==> src/rtl/axilite_slave_regs.sv <==
// AXI4-Lite slave exposing NUM_REGS byte-strobed 32-bit registers; out-of-range addresses answer SLVERR.
// Latency: AW+W or AR handshake in cycle N gives BVALID / RVALID in cycle N+1.
// Backpressure: one write and one read outstanding; responses held stable until BREADY / RREADY.
module axilite_slave_regs #(
    parameter int ADDR_WIDTH = 8,
    parameter int DATA_WIDTH = 32,
    parameter int NUM_REGS   = 16
) (
    input  logic                    ACLK,
    input  logic                    ARESETn,
    input  logic [ADDR_WIDTH-1:0]   AWADDR,
    input  logic [2:0]              AWPROT,
    input  logic                    AWVALID,
    output logic                    AWREADY,
    input  logic [DATA_WIDTH-1:0]   WDATA,
    input  logic [DATA_WIDTH/8-1:0] WSTRB,
    input  logic                    WVALID,
    output logic                    WREADY,
    output logic [1:0]              BRESP,
    output logic                    BVALID,
    input  logic                    BREADY,
    input  logic [ADDR_WIDTH-1:0]   ARADDR,
    input  logic [2:0]              ARPROT,
    input  logic                    ARVALID,
    output logic                    ARREADY,
    output logic [DATA_WIDTH-1:0]   RDATA,
    output logic [1:0]              RRESP,
    output logic                    RVALID,
    input  logic                    RREADY
);

    localparam int         IDX_W       = ADDR_WIDTH - 2;
    localparam int         NUM_BYTES   = DATA_WIDTH / 8;
    localparam logic [1:0] RESP_OKAY   = 2'b00;
    localparam logic [1:0] RESP_SLVERR = 2'b10;

    typedef enum logic {W_IDLE, W_RESP} w_state_t;
    typedef enum logic {R_IDLE, R_DATA} r_state_t;

    w_state_t w_state, w_state_nxt;
    r_state_t r_state, r_state_nxt;

    logic [DATA_WIDTH-1:0] regs [NUM_REGS];
    logic [IDX_W-1:0]      w_idx;
    logic [IDX_W-1:0]      r_idx;
    logic                  w_in_range;
    logic                  r_in_range;
    logic                  wr_hs;
    logic                  rd_hs;
    logic [DATA_WIDTH-1:0] rd_word;

    // PROT and the byte offset inside a word carry no meaning for this bank
    logic unused_bits;
    assign unused_bits = ^{AWPROT, ARPROT, AWADDR[1:0], ARADDR[1:0]};

    assign w_idx      = AWADDR[ADDR_WIDTH-1:2];
    assign r_idx      = ARADDR[ADDR_WIDTH-1:2];
    assign w_in_range = {1'b0, w_idx} < (IDX_W+1)'(NUM_REGS);
    assign r_in_range = {1'b0, r_idx} < (IDX_W+1)'(NUM_REGS);

    assign wr_hs = AWVALID && WVALID && (w_state == W_IDLE);
    assign rd_hs = ARVALID && (r_state == R_IDLE);

    // ---------------- write channel ----------------

    // Write FSM state register
    always_ff @(posedge ACLK or negedge ARESETn) begin
        if (!ARESETn) begin
            w_state <= W_IDLE;
        end else begin
            w_state <= w_state_nxt;
        end
    end

    // Write FSM next state: accept AW+W together, wait for BREADY
    always_comb begin
        w_state_nxt = w_state;
        case (w_state)
            W_IDLE:  if (AWVALID && WVALID) w_state_nxt = W_RESP;
            W_RESP:  if (BREADY)            w_state_nxt = W_IDLE;
            default: w_state_nxt = W_IDLE;
        endcase
    end

    // Write FSM outputs: both readies assert together so AW and W never split
    always_comb begin
        AWREADY = (w_state == W_IDLE) && AWVALID && WVALID;
        WREADY  = (w_state == W_IDLE) && AWVALID && WVALID;
        BVALID  = (w_state == W_RESP);
    end

    // Write response code captured at the handshake, held through W_RESP
    always_ff @(posedge ACLK or negedge ARESETn) begin
        if (!ARESETn) begin
            BRESP <= RESP_OKAY;
        end else if (wr_hs) begin
            BRESP <= w_in_range ? RESP_OKAY : RESP_SLVERR;
        end
    end

    // Register storage with per-byte strobes; out-of-range indices match no entry
    always_ff @(posedge ACLK or negedge ARESETn) begin
        if (!ARESETn) begin
            for (int i = 0; i < NUM_REGS; i++) begin
                regs[i] <= '0;
            end
        end else if (wr_hs) begin
            for (int i = 0; i < NUM_REGS; i++) begin
                for (int k = 0; k < NUM_BYTES; k++) begin
                    if (w_idx == IDX_W'(i) && WSTRB[k]) begin
                        regs[i][8*k +: 8] <= WDATA[8*k +: 8];
                    end
                end
            end
        end
    end

    // ---------------- read channel ----------------

    // Read mux; out-of-range indices fall through to zero
    always_comb begin
        rd_word = '0;
        for (int i = 0; i < NUM_REGS; i++) begin
            if (r_idx == IDX_W'(i)) begin
                rd_word = regs[i];
            end
        end
    end

    // Read FSM state register
    always_ff @(posedge ACLK or negedge ARESETn) begin
        if (!ARESETn) begin
            r_state <= R_IDLE;
        end else begin
            r_state <= r_state_nxt;
        end
    end

    // Read FSM next state: accept AR when idle, wait for RREADY
    always_comb begin
        r_state_nxt = r_state;
        case (r_state)
            R_IDLE:  if (ARVALID) r_state_nxt = R_DATA;
            R_DATA:  if (RREADY)  r_state_nxt = R_IDLE;
            default: r_state_nxt = R_IDLE;
        endcase
    end

    // Read FSM outputs: ARREADY is purely state-derived
    always_comb begin
        ARREADY = (r_state == R_IDLE);
        RVALID  = (r_state == R_DATA);
    end

    // Read data/response captured at the AR handshake; a later write cannot disturb it
    always_ff @(posedge ACLK or negedge ARESETn) begin
        if (!ARESETn) begin
            RDATA <= '0;
            RRESP <= RESP_OKAY;
        end else if (rd_hs) begin
            RDATA <= r_in_range ? rd_word : '0;
            RRESP <= r_in_range ? RESP_OKAY : RESP_SLVERR;
        end
    end

endmodule

==> config.mk <==
export PLATFORM = sky130hd
export DESIGN_NAME = axilite_slave_regs
export DESIGN_NICKNAME = d
export VERILOG_FILES = /design/src/rtl/axilite_slave_regs.sv
export SDC_FILE = /design/constraint.sdc
export NUM_CORES = 1
export LEC_CHECK = 0
export CORE_MARGIN = 1.5
export CORE_UTILIZATION = 55
export DETAILED_ROUTE_END_ITERATION = 16
export PLACE_DENSITY = 0.76
export SLEW_MARGIN = 0
export SYNTH_ARGS = -nofsm -noshare
export SYNTH_HDL_FRONTEND = slang
export SYNTH_SLANG_ARGS = --single-unit
==> constraint.sdc <==
create_clock -name ACLK -period 2.6 [get_ports ACLK]
set_input_delay 0.39 -clock ACLK [delete_from_list [all_inputs] [get_ports ACLK]]
set_output_delay 0.39 -clock ACLK [all_outputs]
set_load 0.01 [all_outputs]
==> flow_metrics.env, run 1 <==
export IMPL_layout_common_cells="dfrtp_1, mux2_2, buf_4"
export IMPL_p_switching_uw=4440
export IMPL_final_common_cell="dfrtp_1"
export IMPL_cts_max_level=2
export IMPL_ys_ff_latch=548
export IMPL_grt_pass1_vias=20100
export IMPL_antenna_found_initial=4
export IMPL_synth_cells=2026
export IMPL_setup_viol=0
export IMPL_final_area_um2=30700
export IMPL_cts_tree="done"
export IMPL_critPathCaptureType="output port"
export IMPL_crit_arrival_ns=2.04
export IMPL_core_area_um2=45400
export IMPL_worst_slack_ns=0.171
export IMPL_status="complete, no violations"
export IMPL_globalRouteOverflowTotal=0
export IMPL_fp_dieH_um=217
export IMPL_clock_tree_root_cell="clkbuf_16"
export IMPL_grt_usage_pct=35.4
export IMPL_synth_edf_count=0
export IMPL_synth_distinct_cells=69
export IMPL_netSwitchingFraction_pct=24.0
export IMPL_grt_pass1_wl_um=124000
export IMPL_drive_gt1_share_pct=38.9
export IMPL_period_needed_ns=2.43
export IMPL_routed_wl_um=82100
export IMPL_dieArea_um2=47300
export IMPL_max_freq_mhz=412
export IMPL_slew_headroom_pct=40.0
export IMPL_post_cts_resized=0
export IMPL_hold_violations=0
export IMPL_fillers=3223
export IMPL_dieWidth_um=217
export IMPL_power_frac_comb_pct=8.3
export IMPL_dpl_instance_area_um2=28900
export IMPL_nNetsFinal=2376
export IMPL_p_per_area_nw_per_um2=602
export IMPL_timing_final_crit_share_pct=93.4
export IMPL_num_rows=78
export IMPL_cts_sinks=548
export IMPL_rsz0062_at_grt="false"
export IMPL_wl_per_cell_um=27.8
export IMPL_hp_class="primary input to async pin"
export IMPL_num_vias=19400
export IMPL_cts_buffers=56
export IMPL_io_buffer_count=93
export IMPL_ios=106
export IMPL_max_cap_viol_count=0
export IMPL_gp_congestion=0.993
export IMPL_crit_required_ns=2.21
export IMPL_internal_power_uw=14100
export IMPL_clock_latency_ns=0.61
export IMPL_path_clk_slew_ns=0.06
export IMPL_skew_ns=0.0113
export IMPL_multi_input_area_um2=11000
export IMPL_synth_warnings=0
export IMPL_seq_area_frac_synth_pct=54.2
export IMPL_dr_pass1_iters=6
export IMPL_hpwl_um=56700
export IMPL_syn_area_per_cell_um2=12.5
export IMPL_critical_path_class="register to output port"
export IMPL_register_area_um2=13700
export IMPL_worstMarginPinSlew_ns=0.893
export IMPL_async_flop_share_pct=100
export IMPL_antenna_left=0
export IMPL_p_clk_share_pct=42.9
export IMPL_ctsLongestPathBuffers=3
export IMPL_critPathLaunchType="register"
export IMPL_synth_flop_cell="dfrtp_1"
export IMPL_critPathMaxFanout=8
export IMPL_drc=0
export IMPL_start_util_pct=55.7
export IMPL_syn_area_um2=25300
export IMPL_ir_worst_vdd_mv=0.534
export IMPL_seqPwrFrac_pct=48.8
export IMPL_syn_to_final_growth_pct=21.5
export IMPL_leakage_uw=0.0149
export IMPL_slew_violations=0
export IMPL_place_ws_ns=-0.350
export IMPL_grt_max_degree=71
export IMPL_viasPerCell=6.59
export IMPL_drtIter0Drc=2362
[repair_timing]
item	4_1_cts	5_1_grt
hold buffers	1	0
buffers inserted	0	0
hold endpoints to repair	44	0
[state kept, by name, summed over array words and instances (netlist names)]
name,flops
regs,512
RRESP,1
RDATA,32
RVALID,1
BVALID,1
BRESP,1
[cell type report]
type | count | area share [%]
flip-flops and latches | 548 | 44.6
multi-input cells | 1338 | 35.7
repair buffers | 356 | 11.3
clock buffers | 80 | 5.28
well taps | 600 | 2.44
clock inverters | 16 | 0.517
inverters | 11 | 0.134
diodes | 1 | 0.00814
[power groups by stage]
stage          sequential, uW  combinational (uW)  clock [uW]
4_1_cts                  9010                1530        7990
3_3_place_gp             9140                1470           0
2_1_floorplan            9120                 722           0
6_report                 9020                1540        7940
5_1_grt                  9050                1640        8350
3_5_place_dp             9160                1510           0
[stage by stage]
| step | hold slack (ns) | instances | util, % | setup TNS (ns) | power (uW) |
|---|---|---|---|---|---|
| detailed placement | 0.394 | 2852 | 63.8 | -13.98 | 10700 |
| finish | 0.314 | 2950 | 67.7 | 0 | 18500 |
| floorplan | 0.0944 | 2027 | - | 0 | 9840 |
| global route | 0.357 | 2949 | 67.7 | 0 | 19000 |
| global placement | 0.406 | 2852 | 63.8 | -12.42 | 10600 |
| CTS | 0.329 | 2949 | 67.7 | 0 | 18500 |
[Yosys cell counts, drive strengths merged (2+ instances only)]
cell type    n  share of area [%]
a2111oi      3               0.10
a211oi       8               0.24
a21oi       94                1.9
a221o        5               0.20
a221oi      21               0.73
a222oi      18               0.71
a22o        12               0.42
a22oi       32               0.95
a2bb2oi      5               0.17
a31oi        5               0.12
a32o         4               0.16
a32oi        6               0.21
and2        11               0.27
buf         66                1.5
clkbuf      64               0.95
dfrtp      548                 54
inv         11               0.16
mux2       529                 24
mux2i       34                1.3
mux4        16                1.4
nand2      178                2.7
nand2b       9               0.22
nand3       22               0.44
nand4        6               0.15
nor2       100                1.7
nor2b       12               0.30
nor3        10               0.20
nor4         5               0.12
nor4b        2               0.15
o2111ai      2              0.069
o211ai       7               0.21
o21ai       95                1.9
o21bai       2              0.059
o221ai      22               0.76
o22ai       32               0.79
o2bb2ai      2              0.069
o31a         4               0.14
o31ai        2              0.079
o32a         2              0.079
or3          2              0.049
or4b         2              0.079
[path summary, 6_finish.rpt]
path | from | to | depth (start not counted) | slack, ns
worst max register to register | BVALID | regs[348] | 6 | 0.48
max in group asynchronous | ARESETn | regs[378] | 3 | 1.36
worst min register to register | regs[325] | regs[325] | 1 | 0.50
min in group ACLK | RREADY | RVALID | 2 | 0.34
worst max-delay path | BVALID | WREADY | 3 | 0.17
worst min-delay path | ARESETn | regs[53] | 2 | 0.31
[critical path, cell delays in order, from the launching register on]
cell	delay, ns
dfrtp_1	0.40
nor2_1	0.18
buf_4	0.27
clkdlybuf4s50_1	0.58
[routing by layer]
metal	share of wire [%]	global-route usage, %	routed length (um)	vias to the layer above
li1	-	-	-	8057
met1	38	45.8	31300	9919
met2	46	54.9	37600	1139
met3	10	8.48	8170	321
met4	6.1	20.0	4990	4
met5	0.021	0	17	-
[cell families after synthesis]
family / share of synthesized area [%]
other: 0.0148
AND/OR/NAND/NOR: 6.67
multiplexers: 26.3
AO/OA/AOI/OAI: 10.2
flip-flops: 54.2
buffers and inverters: 2.59
No activity file was read; power rests on OpenSTA's default activity.
==> run 2, diff against run 1 <==
CTS_CLUSTER_SIZE = 8   (was unset)
clock period = 2.5 ns   (was 2.6 ns; I/O delays follow)
==> run 2 against run 1 <==
Non-clock buffer count up 26. Clock skew up 0.0083 ns. Routed wire length grew 1.4%. Sequential power grew 4.3%. Critical path depth stayed put. Clock power up 19%. Die area did not move. Register-to-register slack lost 0.05 ns. Critical endpoint unchanged. Cell count rose by 0.58%.
==> flow_metrics.env, run 2 (synthesis results as in run 1) <==
export IMPL_max_cap_viol_count=0
export IMPL_clock_latency_ns=0.62
export IMPL_grt_usage_pct=35.9
export IMPL_use_met1_pct=47.5
export IMPL_final_util_pct=69.2
export IMPL_slew_violations=0
export IMPL_crit_arrival_ns=2.03
export IMPL_cts_sinks=548
export IMPL_critPathLaunchType="register"
export IMPL_period_needed_ns=2.40
export IMPL_dieArea_um2=47300
export IMPL_max_freq_mhz=416
export IMPL_worstMarginPinSlew_ns=0.821
export IMPL_num_rows=78
export IMPL_p_per_area_nw_per_um2=653
export IMPL_status="complete, no violations"
export IMPL_top_regs="regs (512), RDATA (32)"
export IMPL_viasPerCell=6.61
export IMPL_wl_per_cell_um=28.0
export IMPL_critPathCaptureType="output port"
export IMPL_grt_pass1_vias=20500
export IMPL_post_cts_resized=0
export IMPL_syn_to_final_growth_pct=24.1
export IMPL_crit_required_ns=2.12
export IMPL_hold_violations=0
export IMPL_start_util_pct=55.7
export IMPL_antenna_found_initial=2
export IMPL_routed_wl_um=83200
export IMPL_num_vias=19600
export IMPL_ctsLongestPathBuffers=3
export IMPL_slew_headroom_pct=44.8
export IMPL_io_buffer_count=93
export IMPL_hp_class="primary input to async pin"
export IMPL_largest_register_ffs=512
export IMPL_finalPower_uw=20500
export IMPL_antenna_left=0
export IMPL_cts_tree="done"
export IMPL_cts_max_level=3
export IMPL_gp_congestion=0.962
export IMPL_leakage_uw=0.0152
export IMPL_met2_usage_pct=55.8
export IMPL_use_met3_pct=8.33
export IMPL_drive_gt1_share_pct=39.8
export IMPL_critPathMaxFanout=11
export IMPL_dr_pass1_iters=7
export IMPL_final_common_cell="dfrtp_1"
export IMPL_drc=0
export IMPL_ir_worst_vdd_mv=0.728
export IMPL_ios=106
export IMPL_path_clk_slew_ns=0.05
export IMPL_setup_viol=0
export IMPL_timing_final_crit_share_pct=96.1
export IMPL_clock_tree_root_cell="clkbuf_16"
export IMPL_num_antenna_cells=0
export IMPL_drtIter0Drc=2365
export IMPL_nNetsFinal=2424
export IMPL_skew_ns=0.0196
export IMPL_core_area_um2=45400
export IMPL_hpwl_um=57500
export IMPL_fp_dieH_um=217
export IMPL_busiest_layer="met2"
export IMPL_rsz0062_at_grt="false"
export IMPL_layout_common_cells="dfrtp_1, mux2_2, buf_4"
export IMPL_globalRouteOverflowTotal=0
export IMPL_dieWidth_um=217
export IMPL_grt_max_degree=91
export IMPL_grt_pass1_wl_um=126000
export IMPL_cts_buffers=78
export IMPL_critical_path_class="register to output port"
export IMPL_max_flop_register="regs"
run 2: cell count changes in the layout (fill, tap and decap cells not counted), moves of 10 or more:
cell,delta
clkinv_2,-12
clkbuf_1,-10
clkbuf_8,-10
buf_12,+11
clkbuf_16,+25
buf_4,+15
run 2: final timing paths:
| path | start | end | slack, ns | cells after the start |
|---|---|---|---|---|
| min reg2reg | regs[507] | regs[507] | 0.49 | 1 |
| min | ARESETn | regs[246] | 0.30 | 2 |
| min in group ACLK | BREADY | BVALID | 0.33 | 2 |
| max in group asynchronous | ARESETn | regs[152] | 1.26 | 3 |
| max | BVALID | WREADY | 0.1 | 3 |
| max reg2reg | BVALID | regs[198] | 0.43 | 6 |
run 2: layout make-up:
cell class	instances	area, um2
flip-flops and latches	548	13700
inverters	11	41.3
repair buffers	382	3820
well taps	600	751
multi-input cells	1338	11000
clock inverters	3	33.8
clock buffers	85	2070
fillers	3212	14000
run 2: per-stage QoR:
stage	worst slack (ns)	hold slack (ns)	std cells	TNS, ns	cell area (um2)
after floorplan	0.530	0.0794	2027	0	25300
after global placement	-0.375	0.362	2878	-40.10	29300
after detailed placement	-0.418	0.364	2878	-46.67	29300
after CTS	0.0867	0.310	2967	0	31400
after global routing	0.0276	0.333	2967	0	31400
final	0.0971	0.304	2967	0	31400
run 2: routing by layer:
metal  wire [um]  up-vias
met5          23        -
met1       32500    10000
met4        4140        4
li1            -     8108
met2       38500     1204
met3        8050      279
run 2: critical path, cell delays in order (launching register included):
cell	delay (ns)
dfrtp_1	0.40
nor2_1	0.25
buf_12	0.20
clkdlybuf4s50_1	0.55
run 2: report_power, final:
group / internal, uW / total (uW) / switching (uW)
clock network: 5760 / 9460 / 3700
logic: 670 / 1610 / 945
registers: 9220 / 9410 / 191
total: 15600 / 20500 / 4840
run 2: repair_timing:
action / in CTS / in global routing
hold buffers: 1 / 0
buffers inserted: 0 / 0
hold endpoints to repair: 44 / 0
